==> src/rtl/l2_arb_pkg.sv <==
// Shared types for the L2 port arbiter: FSM states and grant-pointer sizing.
package l2_arb_pkg;

  typedef enum logic [1:0] {
    IDLE  = 2'd0,
    ISSUE = 2'd1,
    WAIT  = 2'd2
  } arb_state_e;

  function automatic int ptr_w(input int n);
    return (n > 1) ? $clog2(n) : 1;
  endfunction

endpackage

==> src/rtl/l2_port_arbiter_if.sv <==
// L2 request port bundle: the arbiter is master, the L2 controller is slave.
interface l2_port_arbiter_if #(
  parameter int ADDR_W = 32,
  parameter int LINE_W = 128
);
  logic              valid_l2;
  logic              rw_l2;
  logic [ADDR_W-1:0] addr_l2;
  logic [LINE_W-1:0] wdata_l2;
  logic              stall_l2;
  logic              done_l2;
  logic [LINE_W-1:0] rdata_l2;

  modport master (
    output valid_l2, rw_l2, addr_l2, wdata_l2,
    input  stall_l2, done_l2, rdata_l2
  );

  modport slave (
    input  valid_l2, rw_l2, addr_l2, wdata_l2,
    output stall_l2, done_l2, rdata_l2
  );
endinterface

==> src/rtl/rr_arbiter_pick.sv <==
// Combinational rotate-priority picker: first set request after last_i, wrapping.
module rr_arbiter_pick
  import l2_arb_pkg::*;
#(
  parameter int NUM_REQ = 2,
  parameter int PTR_W   = ptr_w(NUM_REQ)
) (
  input  logic [NUM_REQ-1:0] req_i,
  input  logic [PTR_W-1:0]   last_i,
  output logic [PTR_W-1:0]   grant_o,
  output logic               any_o
);

  always_comb begin
    grant_o = '0;
    any_o   = 1'b0;
    // Upper half (above last grant) has priority over the wrapped lower half.
    for (int i = 0; i < NUM_REQ; i++) begin
      if (!any_o && req_i[i] && (PTR_W'(i) > last_i)) begin
        grant_o = PTR_W'(i);
        any_o   = 1'b1;
      end
    end
    for (int i = 0; i < NUM_REQ; i++) begin
      if (!any_o && req_i[i] && (PTR_W'(i) <= last_i)) begin
        grant_o = PTR_W'(i);
        any_o   = 1'b1;
      end
    end
  end

endmodule

==> src/rtl/l2_port_arbiter.sv <==
// Round-robin owner of the single L2 port; one transaction per grant, completion routed to the owner.
// Request -> valid_l2 one cycle later; done_l2 -> req_done one cycle later. stall_l2 only gates new grants.
module l2_port_arbiter
  import l2_arb_pkg::*;
#(
  parameter int NUM_REQ = 2,
  parameter int ADDR_W  = 32,
  parameter int LINE_W  = 128
) (
  input  logic                      clock,
  input  logic                      reset,
  input  logic [NUM_REQ-1:0]        req_valid,
  input  logic [NUM_REQ-1:0]        req_rw,
  input  logic [NUM_REQ*ADDR_W-1:0] req_addr,
  input  logic [NUM_REQ*LINE_W-1:0] req_wdata,
  output logic [NUM_REQ-1:0]        req_done,
  output logic [LINE_W-1:0]         req_rdata,
  output logic [NUM_REQ-1:0]        req_busy,
  output logic                      err_spur,
  l2_port_arbiter_if.master         l2
);

  localparam int PTR_W = ptr_w(NUM_REQ);

  arb_state_e        state_q, state_d;
  logic [PTR_W-1:0]  grant_q, grant_d, last_q, last_d, pick_idx;
  logic              pick_any;
  logic              rw_q, rw_d;
  logic [ADDR_W-1:0] addr_q, addr_d;
  logic [LINE_W-1:0] wdata_q, wdata_d;
  logic [NUM_REQ-1:0] done_q, done_d;
  logic [LINE_W-1:0] rdata_q, rdata_d;
  logic              err_q, err_d;
  logic              in_flight;

  logic [ADDR_W-1:0] addr_a  [NUM_REQ];
  logic [LINE_W-1:0] wdata_a [NUM_REQ];

  for (genvar g = 0; g < NUM_REQ; g++) begin : g_unpack
    assign addr_a[g]  = req_addr[g*ADDR_W +: ADDR_W];
    assign wdata_a[g] = req_wdata[g*LINE_W +: LINE_W];
  end

  rr_arbiter_pick #(.NUM_REQ(NUM_REQ), .PTR_W(PTR_W)) u_pick (
    .req_i   (req_valid),
    .last_i  (last_q),
    .grant_o (pick_idx),
    .any_o   (pick_any)
  );

  always_comb begin
    state_d = IDLE;
    grant_d = grant_q;
    last_d  = last_q;
    rw_d    = rw_q;
    addr_d  = addr_q;
    wdata_d = wdata_q;
    done_d  = '0;
    rdata_d = rdata_q;
    err_d   = err_q;
    case (state_q)
      IDLE: begin
        if (l2.done_l2) err_d = 1'b1;
        if (pick_any && !l2.stall_l2) begin
          state_d = ISSUE;
          grant_d = pick_idx;
          rw_d    = req_rw[pick_idx];
          addr_d  = addr_a[pick_idx];
          wdata_d = wdata_a[pick_idx];
        end
      end
      ISSUE: begin
        // A completion alongside the strobe cannot belong to this transaction.
        if (l2.done_l2) err_d = 1'b1;
        state_d = WAIT;
      end
      WAIT: begin
        state_d = WAIT;
        if (l2.done_l2) begin
          state_d = IDLE;
          rdata_d = l2.rdata_l2;
          last_d  = grant_q;
          for (int i = 0; i < NUM_REQ; i++) done_d[i] = (grant_q == PTR_W'(i));
        end
      end
      default: begin
        state_d = IDLE;
        rw_d    = 1'b0;
        addr_d  = '0;
        wdata_d = '0;
      end
    endcase
  end

  always_ff @(posedge clock or posedge reset) begin
    if (reset) begin
      state_q <= IDLE;
      grant_q <= '0;
      last_q  <= PTR_W'(NUM_REQ - 1);
      rw_q    <= 1'b0;
      addr_q  <= '0;
      wdata_q <= '0;
      done_q  <= '0;
      rdata_q <= '0;
      err_q   <= 1'b0;
    end else begin
      state_q <= state_d;
      grant_q <= grant_d;
      last_q  <= last_d;
      rw_q    <= rw_d;
      addr_q  <= addr_d;
      wdata_q <= wdata_d;
      done_q  <= done_d;
      rdata_q <= rdata_d;
      err_q   <= err_d;
    end
  end

  assign in_flight = (state_q == ISSUE) || (state_q == WAIT) || (|done_q);

  always_comb begin
    req_busy = '0;
    for (int i = 0; i < NUM_REQ; i++) req_busy[i] = in_flight && (grant_q != PTR_W'(i));
  end

  assign l2.valid_l2 = (state_q == ISSUE);
  assign l2.rw_l2    = rw_q;
  assign l2.addr_l2  = addr_q;
  assign l2.wdata_l2 = wdata_q;
  assign req_done    = done_q;
  assign req_rdata   = rdata_q;
  assign err_spur    = err_q;

endmodule

==> src/flat_wrapper.sv <==
// flat-port wrapper written by rule: the top's interface ports become plain ports
module l2_port_arbiter_flat import l2_arb_pkg::*;
#(
  parameter int NUM_REQ = 2,
  parameter int ADDR_W  = 32,
  parameter int LINE_W  = 128
)
  (clock, reset, req_valid, req_rw, req_addr, req_wdata, req_done, req_rdata, req_busy, err_spur, l2_valid_l2, l2_rw_l2, l2_addr_l2, l2_wdata_l2, l2_stall_l2, l2_done_l2, l2_rdata_l2);
  l2_port_arbiter_if #(.ADDR_W(ADDR_W), .LINE_W(LINE_W)) l2_i ();
  input  logic clock;
  input  logic reset;
  input  logic [NUM_REQ-1:0] req_valid;
  input  logic [NUM_REQ-1:0] req_rw;
  input  logic [NUM_REQ*ADDR_W-1:0] req_addr;
  input  logic [NUM_REQ*LINE_W-1:0] req_wdata;
  output logic [NUM_REQ-1:0] req_done;
  output logic [LINE_W-1:0] req_rdata;
  output logic [NUM_REQ-1:0] req_busy;
  output logic err_spur;
  output wire logic [$bits(l2_i.valid_l2)-1:0] l2_valid_l2;
  output wire logic [$bits(l2_i.rw_l2)-1:0] l2_rw_l2;
  output wire logic [$bits(l2_i.addr_l2)-1:0] l2_addr_l2;
  output wire logic [$bits(l2_i.wdata_l2)-1:0] l2_wdata_l2;
  input wire logic [$bits(l2_i.stall_l2)-1:0] l2_stall_l2;
  input wire logic [$bits(l2_i.done_l2)-1:0] l2_done_l2;
  input wire logic [$bits(l2_i.rdata_l2)-1:0] l2_rdata_l2;
  assign l2_valid_l2 = l2_i.valid_l2;
  assign l2_rw_l2 = l2_i.rw_l2;
  assign l2_addr_l2 = l2_i.addr_l2;
  assign l2_wdata_l2 = l2_i.wdata_l2;
  assign l2_i.stall_l2 = l2_stall_l2;
  assign l2_i.done_l2 = l2_done_l2;
  assign l2_i.rdata_l2 = l2_rdata_l2;
  l2_port_arbiter #(.NUM_REQ(NUM_REQ), .ADDR_W(ADDR_W), .LINE_W(LINE_W)) u_core (.clock(clock), .reset(reset), .req_valid(req_valid), .req_rw(req_rw), .req_addr(req_addr), .req_wdata(req_wdata), .req_done(req_done), .req_rdata(req_rdata), .req_busy(req_busy), .err_spur(err_spur), .l2(l2_i));
endmodule
==> config.mk <==
export PLATFORM = sky130hd
export DESIGN_NAME = l2_port_arbiter_flat
export DESIGN_NICKNAME = d
export VERILOG_FILES = /design/src/rtl/l2_arb_pkg.sv /design/src/rtl/l2_port_arbiter_if.sv /design/src/rtl/rr_arbiter_pick.sv /design/src/rtl/l2_port_arbiter.sv /design/src/flat_wrapper.sv
export SDC_FILE = /design/constraint.sdc
export NUM_CORES = 1
export LEC_CHECK = 0
export CAP_MARGIN = 30
export CORE_AREA = 10 10 288 290
export CTS_BUF_LIST = sky130_fd_sc_hd__clkbuf_8 sky130_fd_sc_hd__clkbuf_16
export DETAILED_ROUTE_END_ITERATION = 10
export DIE_AREA = 0 0 298 300
export GPL_TIMING_DRIVEN = 0
export HOLD_SLACK_MARGIN = 0.15
export PLACE_DENSITY = 0.4
export RECOVER_POWER = 25
export SLEW_MARGIN = 20
export SYNTH_ARGS = -nofsm -noshare
export SYNTH_HDL_FRONTEND = slang
export SYNTH_SLANG_ARGS = --single-unit
==> constraint.sdc <==
create_clock -name clock -period 29.5 [get_ports clock]
set_input_delay 8.85 -clock clock [delete_from_list [all_inputs] [get_ports clock]]
set_output_delay 8.85 -clock clock [all_outputs]
set_load 0.03 [all_outputs]
==> results of run 1 <==
==> layout by cell type, fill, tap and decap left out <==
cell             synthesis  layout
buf_1                    5       5
clkbuf_16                0      41
o21ai_0                  1       1
ha_1                     3       3
nor2b_1                  1       1
diode_2                  0       3
inv_1                    4      14
mux2i_1                161     161
buf_6                   10      10
nand2_1                  2       2
inv_6                    0       2
clkinv_2                 0       5
clkbuf_1                13      15
bufinv_16                0       4
buf_16                   0       1
dfrtp_1                295     295
nand2b_1                 1       1
buf_4                    1       1
nor3_1                   1       1
a21o_1                   2       2
o21bai_1                 1       1
dlygate4sd3_1            0       3
mux2_2                 129     129
a21boi_1                 1       1
o22ai_1                  1       1
buf_2                   39      39
or3_1                    1       1
o2bb2ai_1               80      80
clkbuf_8                 0       7
o2bb2ai_2               81      81
clkinvlp_2               0       1
and3_1                   1       1
dfstp_2                  1       1
nor2_1                   3       3
clkdlybuf4s50_1          0     747
==> worst paths after layout <==
kind,startpoint,endpoint,slack [ns],cells past startpoint
worst max-delay path,reset,u_core.l2.wdata_l2[30],14.43,3
worst min-delay path,u_core.err_spur,u_core.err_spur,0.48,1
worst max register to register,u_core.last_q,u_core.l2.wdata_l2[59],27.10,6
worst min register to register,u_core.err_spur,u_core.err_spur,0.48,1
max in group clock,u_core.state_q[0],req_busy[0],18.31,5
min in group asynchronous,reset,u_core.req_rdata[63],9.61,2
==> registers in the layout, indices dropped and copies added (netlist names), 2 cells and up <==
signal              count
u_core.req_rdata      128
u_core.l2.addr_l2      32
u_core.l2.wdata_l2    128
u_core.state_q          2
u_core.req_done         2
==> final cells by class <==
class | instances | area (sq um)
Antenna cell | 3 | 7.51
Inverter | 4 | 16.3
Tap cell | 1040 | 1300
Sequential cell | 296 | 7410
Multi-Input combinational cell | 470 | 5110
Fill cell | 7970 | 54000
Clock buffer | 48 | 1120
Clock inverter | 22 | 204
Timing Repair Buffer | 753 | 7540
Buffer | 68 | 383
==> metrics by stage <==
stage          setup slack [ns]  area [sq um]
6_report                  14.43         23100
5_1_grt                   12.93         23100
4_1_cts                   18.22         23100
3_5_place_dp              17.89         21800
3_3_place_gp               7.46         21700
2_1_floorplan             12.48         12900
==> cells by family (layout without fill, tap and decap cells) <==
group / count (synthesis) / in the layout / synth area share
compound gates: 167 / 167 / 0.152
simple gates: 10 / 10 / 0.00378
flops: 296 / 296 / 0.574
other cells: 0 / 3 / 0
mux: 290 / 290 / 0.237
fa+ha+maj: 3 / 3 / 0.00291
buf+inv: 72 / 895 / 0.0308
==> per-layer routing <==
metal | part of all wire | routed length [um] | GRT usage | up-vias
li1 | - | - | - | 4751
met1 | 0.36 | 22700 | 0.138 | 5099
met2 | 0.53 | 33800 | 0.257 | 443
met3 | 0.096 | 6100 | 0.0604 | 79
met4 | 0.017 | 1100 | 0.0303 | 16
met5 | 0.0016 | 103 | 0 | -
==> power groups by stage <==
stage	Sequential (mW)	Combinational, mW	Clock, mW
6_report	0.679	1.19	0.493
5_1_grt	0.704	1.25	0.533
4_1_cts	0.682	1.21	0.517
3_5_place_dp	0.684	1.21	0
3_3_place_gp	0.681	1.21	0
2_1_floorplan	1.02	0.286	0
==> out/metrics.yaml, run 1 <==
setup_path:
  crit_path_max_incr_delay_ns: 3.36
  crit_type: "primary input to async pin"
  cp_slowest_cell: "clkbuf_1"
  arrival_ns: 14.60
  critPathBufInv: 3
  cp_max_fo: 83
  crit_path_cell_trace: "dlygate4sd3_1 > clkinvlp_2 > clkbuf_1"
  cp.required_ns: 29.03
  end_kind: "async pin"
  critPathLaunchType: "primary input"
  crit_family: "buffers and inverters"
floorplan:
  die_h_um: 300
  initial_utilization: 0.168
  coreArea_sq_um: 77100
  io_pins: 751
  die_x_um: 298
  die_area_sq_um: 89400
  rows: 102
drt:
  dr.pass1.iters: 4
  via_per_inst: 3.84
  vias: 10400
  ant_nets: 0
  wl_per_cell_um: 23.6
  drt_iter0_drc: 299
  drt_wl_total_um: 63800
  drc_errors: 0
power_and_ir_drop:
  leakage_nw: 9.44
  powerDensity_nw_per_um2: 102
  swShare: 0.408
  peakVddDrop_v: 0.0000623
  power.switching_mw: 0.962
  seqPwrFrac: 0.288
  p_int_mw: 1.40
  p_clk_frac: 0.209
  p_comb_frac: 0.503
  totalPowerFinal_mw: 2.36
yosys:
  synth_edf_count: 0
  yosysMostFrequentCell: "dfrtp_1"
  syn_nets: 1297
  synth_top_cell_by_area: "dfrtp_1"
  synth.distinct_cells: 25
  synth_top_area_share: 0.572
  ys_top_cells_by_area: "dfrtp_1 (57%), mux2i_1 (12%), mux2_2 (11%)"
  netlist_instances: 838
  ys_ff_latch: 296
  mappedNetlistArea_sq_um: 12900
  ys_warn_count: 0
  synth_common_cells: "dfrtp_1 (295), mux2i_1 (161), mux2_2 (129)"
  ys_seq_area_frac: 0.574
  synthFlopType: "dfrtp_1"
  syn_area_per_cell_sq_um: 15.4
  ys_async_sr_fraction: 1.00
cts:
  hold_buffers: 0
  cts_tree: "done"
  insertion_delay_ns: 0.56
  h-tree-depth: 2
  cts_buffers: 40
  clkTransAtPathRegs_ns: 0.06
  cts_setup_buffers: 0
  clkSinkCount: 296
  cts_resized: 0
  clockRootBuffer: "clkbuf_16"
  clockBufferDepth: 3
grt:
  grtUsageTotal: 0.137
  antenna_found_initial: 9
  grt_pass1_vias: 12100
  grt_max_degree: 93
  grt_pass1_wl_um: 90300
  grt_overflow: 0
final_layout:
  final_nets: 2092
  final_util: 0.300
  drive_gt1_frac: 0.194
  area_delta_synth_final_pct: 78.8
  fin_cells: 2704
timing:
  hold_viol_final: 0
  period_needed_ns: 15.07
  fin_crit_sh: 0.511
  slew_viol_final: 209
  finalSetupViolations: 0
  max_freq_mhz: 66.4
  slew_headroom: -2.12
  rsz0062_at_grt: "no"
  clock_skew_ns: 0.0260
  worst_pin_slew_ns: 4.68
  setup_tns_ns: 0
  holdWs_ns: 0.480
run:
  maxCapViolations: 3
placed_design:
  gp_congestion: 0.865
  io_buffers: 750
  place_inst: 2631
  dp_hpwl_um: 52000
status:
  status: "finished, violations left"
  violations: "capacitance limit, slew limit"
worst_hold_path:
  hold_path_class: "flop to flop"
Power figures use the tool's default switching activity.
==> run 2, diff against run 1 <==
- CORE_AREA: 10 10 288 290 -> 10 10 282 284
- DIE_AREA: 0 0 298 300 -> 0 0 292 294
- PLACE_DENSITY: 0.4 -> 0.41
- clock period: 29.5 -> 14.15 ns (I/O delays scaled with it)
==> out/metrics.yaml, run 2 (synthesis gave the netlist of run 1 again) <==
status:
  status: "finished, violations left"
  violations: "capacitance limit, slew limit"
drt:
  drt_wl_total_um: 64700
  vias: 10500
  drt_iter0_drc: 377
  ant_nets: 0
  via_per_inst: 3.97
  dr.pass1.iters: 4
  wl_per_cell_um: 24.5
  drc_errors: 0
grt:
  grt_overflow: 0
  antenna_found_initial: 13
  grt_max_degree: 90
  grt_pass1_wl_um: 89600
  grt_pass1_vias: 12000
  grtUsageTotal: 0.143
cts:
  clockRootBuffer: "clkbuf_16"
  clockBufferDepth: 3
  cts_resized: 0
  clkTransAtPathRegs_ns: 0.05
  cts_tree: "done"
  cts_buffers: 40
  insertion_delay_ns: 0.56
  clkSinkCount: 296
  h-tree-depth: 2
  hold_buffers: 0
  cts_setup_buffers: 0
final_layout:
  final_nets: 2092
  drive_gt1_frac: 0.196
  multi_input_area_sq_um: 5110
  final_cell_mix: "clkdlybuf4s50_1 (747), dfrtp_1 (295), mux2i_1 (161)"
  layout_commonest_cell: "clkdlybuf4s50_1"
  fin_area_sq_um: 23100
  n_fill_cell: 7467
  ff_latch_area_sq_um: 7410
  area_delta_synth_final_pct: 78.7
setup_path:
  r2r_cells: 6
  cp.required_ns: 9.90
  arrival_ns: 2.35
  cp_slowest_cell: "clkdlybuf4s50_1"
  r2r_slack_ns: 11.71
  crit_type: "flop to output port"
  crit_path_max_incr_delay_ns: 0.66
  crit_family: "buffers and inverters"
  cp_max_fo: 4
  rr_startpoint: "u_core.last_q"
  end_kind: "output port"
  critPathBufInv: 2
  crit_path_cell_trace: "inv_1 > ha_1 > nor3_1 > nor2b_1 > clkdlybuf4s50_1"
  critPathLaunchType: "flop"
  rr_endpoint: "u_core.l2.wdata_l2[53]"
timing:
  rsz0062_at_grt: "no"
  period_needed_ns: 6.60
  slew_viol_final: 48
  finalSetupViolations: 0
  slew_headroom: -0.658
  worst_pin_slew_ns: 2.47
  clock_skew_ns: 0.0293
  fin_crit_sh: 0.466
  final.setup.worst_slack_ns: 7.55
  max_freq_mhz: 152
  holdWs_ns: 0.484
  hold_viol_final: 0
placed_design:
  dp_hpwl_um: 53300
  post_dp_cell_area_sq_um: 21700
  io_buffers: 750
  pre_cts_ws_ns: 7.07
  gp_congestion: 0.772
worst_hold_path:
  hp-start: "u_core.l2.wdata_l2[43]"
  hold_path_class: "flop to flop"
  hold_depth: 1
  hold_path_end: "u_core.l2.wdata_l2[43]"
power_and_ir_drop:
  power.switching_mw: 2.02
  p_comb_frac: 0.502
  leakage_nw: 9.46
  p_clk_frac: 0.209
  swShare: 0.410
  powerDensity_nw_per_um2: 213
  p_int_mw: 2.90
  peakVddDrop_v: 0.000138
  seqPwrFrac: 0.289
floorplan:
  die_area_sq_um: 85800
  initial_utilization: 0.175
  coreArea_sq_um: 73900
  die_h_um: 294
  io_pins: 751
  rows: 100
  die_x_um: 292
run:
  maxCapViolations: 1
## run 2: routing by layer
layer,vias to the layer above,share of wire,global-route usage
li1,4750,-,-
met1,5149,0.36,0.147
met2,483,0.51,0.252
met3,71,0.12,0.0755
met4,12,0.015,0.0334
met5,-,0.0012,0
## run 2: power by group through the flow
| stage | Combinational, mW | Sequential (mW) | Clock [mW] |
|---|---|---|---|
| 2_1_floorplan | 0.597 | 2.12 | 0 |
| 3_3_place_gp | 2.52 | 1.42 | 0 |
| 3_5_place_dp | 2.53 | 1.43 | 0 |
| 4_1_cts | 2.53 | 1.42 | 1.07 |
| 5_1_grt | 2.60 | 1.47 | 1.11 |
| 6_report | 2.47 | 1.42 | 1.03 |
## run 2: how the worst max path moves through the flow
stage,startpoint,to,slack (ns),cells after the start
2_1_floorplan,reset,u_core.err_spur,1.73,1
3_3_place_gp,reset,u_core.l2.wdata_l2[127],-3.09,2
3_5_place_dp,req_valid[1],u_core.l2.wdata_l2[53],7.07,7
4_1_cts,u_core.state_q[0],req_busy[0],7.45,5
5_1_grt,reset,u_core.l2.wdata_l2[36],7.16,4
6_report,u_core.state_q[0],req_busy[0],7.55,5
## run 2: final cells by class
| type | instances | area share |
|---|---|---|
| antenna | 8 | 0.000867 |
| clock inverter | 20 | 0.00867 |
| buffer | 68 | 0.0166 |
| sequential | 296 | 0.321 |
| tap | 969 | 0.0525 |
| clock buffer | 50 | 0.0493 |
| timing repair buffer | 753 | 0.329 |
| inverter | 4 | 0.000705 |
| multi-input combinational | 470 | 0.221 |
## run 2: stage by stage
step | utilization | total power, mW | cells | setup TNS (ns)
CTS | 0.312 | 5.03 | 2630 | 0
detailed placement | 0.294 | 3.95 | 2560 | 0
floorplan | - | 2.72 | 838 | 0
global placement | 0.293 | 3.95 | 2557 | -893.64
global route | 0.312 | 5.17 | 2634 | 0
finish | 0.312 | 4.92 | 2638 | 0
==> run 3, diff against run 2 <==
- clock period: 14.15 -> 6.6 ns (I/O delays scaled with it)
==> out/metrics.yaml, run 3 (synthesis gave the netlist of run 1 again) <==
status:
  status: "finished, violations left"
  violations: "capacitance limit, slew limit"
setup_path:
  critPathLaunchType: "primary input"
  arrival_ns: 5.28
  cp.required_ns: 7.34
  crit_type: "primary input to async pin"
  cp_max_fo: 30
  r2r_slack_ns: 4.33
  end_kind: "async pin"
final_layout:
  area_delta_synth_final_pct: 78.9
  layout_commonest_cell: "clkdlybuf4s50_1"
  final_cell_mix: "clkdlybuf4s50_1 (747), dfrtp_1 (295), mux2i_1 (161)"
  final_nets: 2101
  fin_cells: 2641
  drive_gt1_frac: 0.199
power_and_ir_drop:
  powerDensity_nw_per_um2: 452
  leakage_nw: 9.49
  swShare: 0.412
  p_comb_frac: 0.506
  p_int_mw: 6.15
  seqPwrFrac: 0.291
  power.switching_mw: 4.31
  totalPowerFinal_mw: 10.5
  p_clk_frac: 0.202
  peakVddDrop_v: 0.000287
timing:
  period_needed_ns: 4.55
  worst_pin_slew_ns: 1.65
  setup_tns_ns: 0
  slew_viol_final: 23
  max_freq_mhz: 220
  final.setup.worst_slack_ns: 2.05
  holdWs_ns: 0.470
  fin_crit_sh: 0.689
  rsz0062_at_grt: "no"
  clock_skew_ns: 0.0138
  slew_headroom: -0.0979
  hold_viol_final: 0
  finalSetupViolations: 0
drt:
  drt_iter0_drc: 276
  ant_nets: 0
  dr.pass1.iters: 4
  vias: 10400
  drt_wl_total_um: 63600
  drc_errors: 0
  via_per_inst: 3.92
  wl_per_cell_um: 24.1
floorplan:
  rows: 100
  coreArea_sq_um: 73900
  die_area_sq_um: 85800
  initial_utilization: 0.175
  io_pins: 751
  die_h_um: 294
  die_x_um: 292
grt:
  grt_pass1_wl_um: 89100
  grtUsageTotal: 0.142
  grt_overflow: 0
  grt_pass1_vias: 11800
  grt_max_degree: 31
  antenna_found_initial: 8
run:
  maxCapViolations: 1
placed_design:
  gp_congestion: 0.772
  io_buffers: 750
  place_inst: 2568
  pre_cts_ws_ns: 1.92
  dp_hpwl_um: 51800
worst_hold_path:
  hold_path_class: "flop to flop"
cts:
  clkSinkCount: 296
  clockRootBuffer: "clkbuf_16"
  clockBufferDepth: 3
  cts_setup_buffers: 0
  hold_buffers: 0
  clkTransAtPathRegs_ns: 0.05
  insertion_delay_ns: 0.55
  cts_resized: 0
  cts_tree: "done"
  h-tree-depth: 2
  cts_buffers: 41
==> run 3: changes by cell type in the layout (fill, tap and decap cells not counted), sizes merged <==
cell      delta
clkinv       +2
clkinvlp     -1
buf          +6
bufinv       -1
clkbuf       -2
inv          +2
diode        -3
==> run 3: final cells by class <==
class                   instances  area (sq um)
repair buffers                761          7700
flip-flops and latches        296          7410
plain buffers                  68           385
diodes                          5          12.5
fillers                      7484         50800
multi-input cells             470          5110
well taps                     969          1210
clock buffers                  46          1090
clock inverters                22           159
inverters                       4          16.3
==> run 3: per-layer routing <==
| layer | track usage | vias to the layer above | wire, um |
|---|---|---|---|
| li1 | - | 4783 | - |
| met1 | 0.144 | 5061 | 22500 |
| met2 | 0.264 | 431 | 34000 |
| met3 | 0.0595 | 78 | 5800 |
| met4 | 0.0338 | 8 | 1210 |
| met5 | 0 | - | 52 |
==> run 3: path summary, 6_finish.rpt <==
path                                    from                      to  cells after the start
setup / recovery                       reset  u_core.l2.wdata_l2[79]                      7
hold / removal               u_core.err_spur         u_core.err_spur                      1
setup reg to reg               u_core.last_q  u_core.l2.wdata_l2[55]                      6
hold reg to reg              u_core.err_spur         u_core.err_spur                      1
max in group clock         u_core.state_q[0]             req_busy[1]                      5
min in group asynchronous              reset    u_core.req_rdata[19]                      2
==> run 3: stage by stage <==
| stage | util | cell area, sq um |
|---|---|---|
| after floorplan | - | 12900 |
| after global placement | 0.293 | 21600 |
| after detailed placement | 0.296 | 21900 |
| after CTS | 0.313 | 23100 |
| after global routing | 0.312 | 23100 |
| final | 0.312 | 23100 |
==> run 3: worst max-delay path, stage by stage <==
cell	delay, ns
dlygate4sd3_1	0.54
clkinvlp_2	0.68
clkbuf_1	1.10
buf_12	0.31
buf_12	0.21
buf_16	0.18
buf_12	0.22
==> run 3: power groups by stage <==
stage / logic [mW] / registers (mW) / clock network [mW]
3_5_place_dp: 5.40 / 3.06 / 0
2_1_floorplan: 1.28 / 4.55 / 0
3_3_place_gp: 5.40 / 3.05 / 0
6_report: 5.29 / 3.05 / 2.12
5_1_grt: 5.55 / 3.15 / 2.29
4_1_cts: 5.42 / 3.05 / 2.22
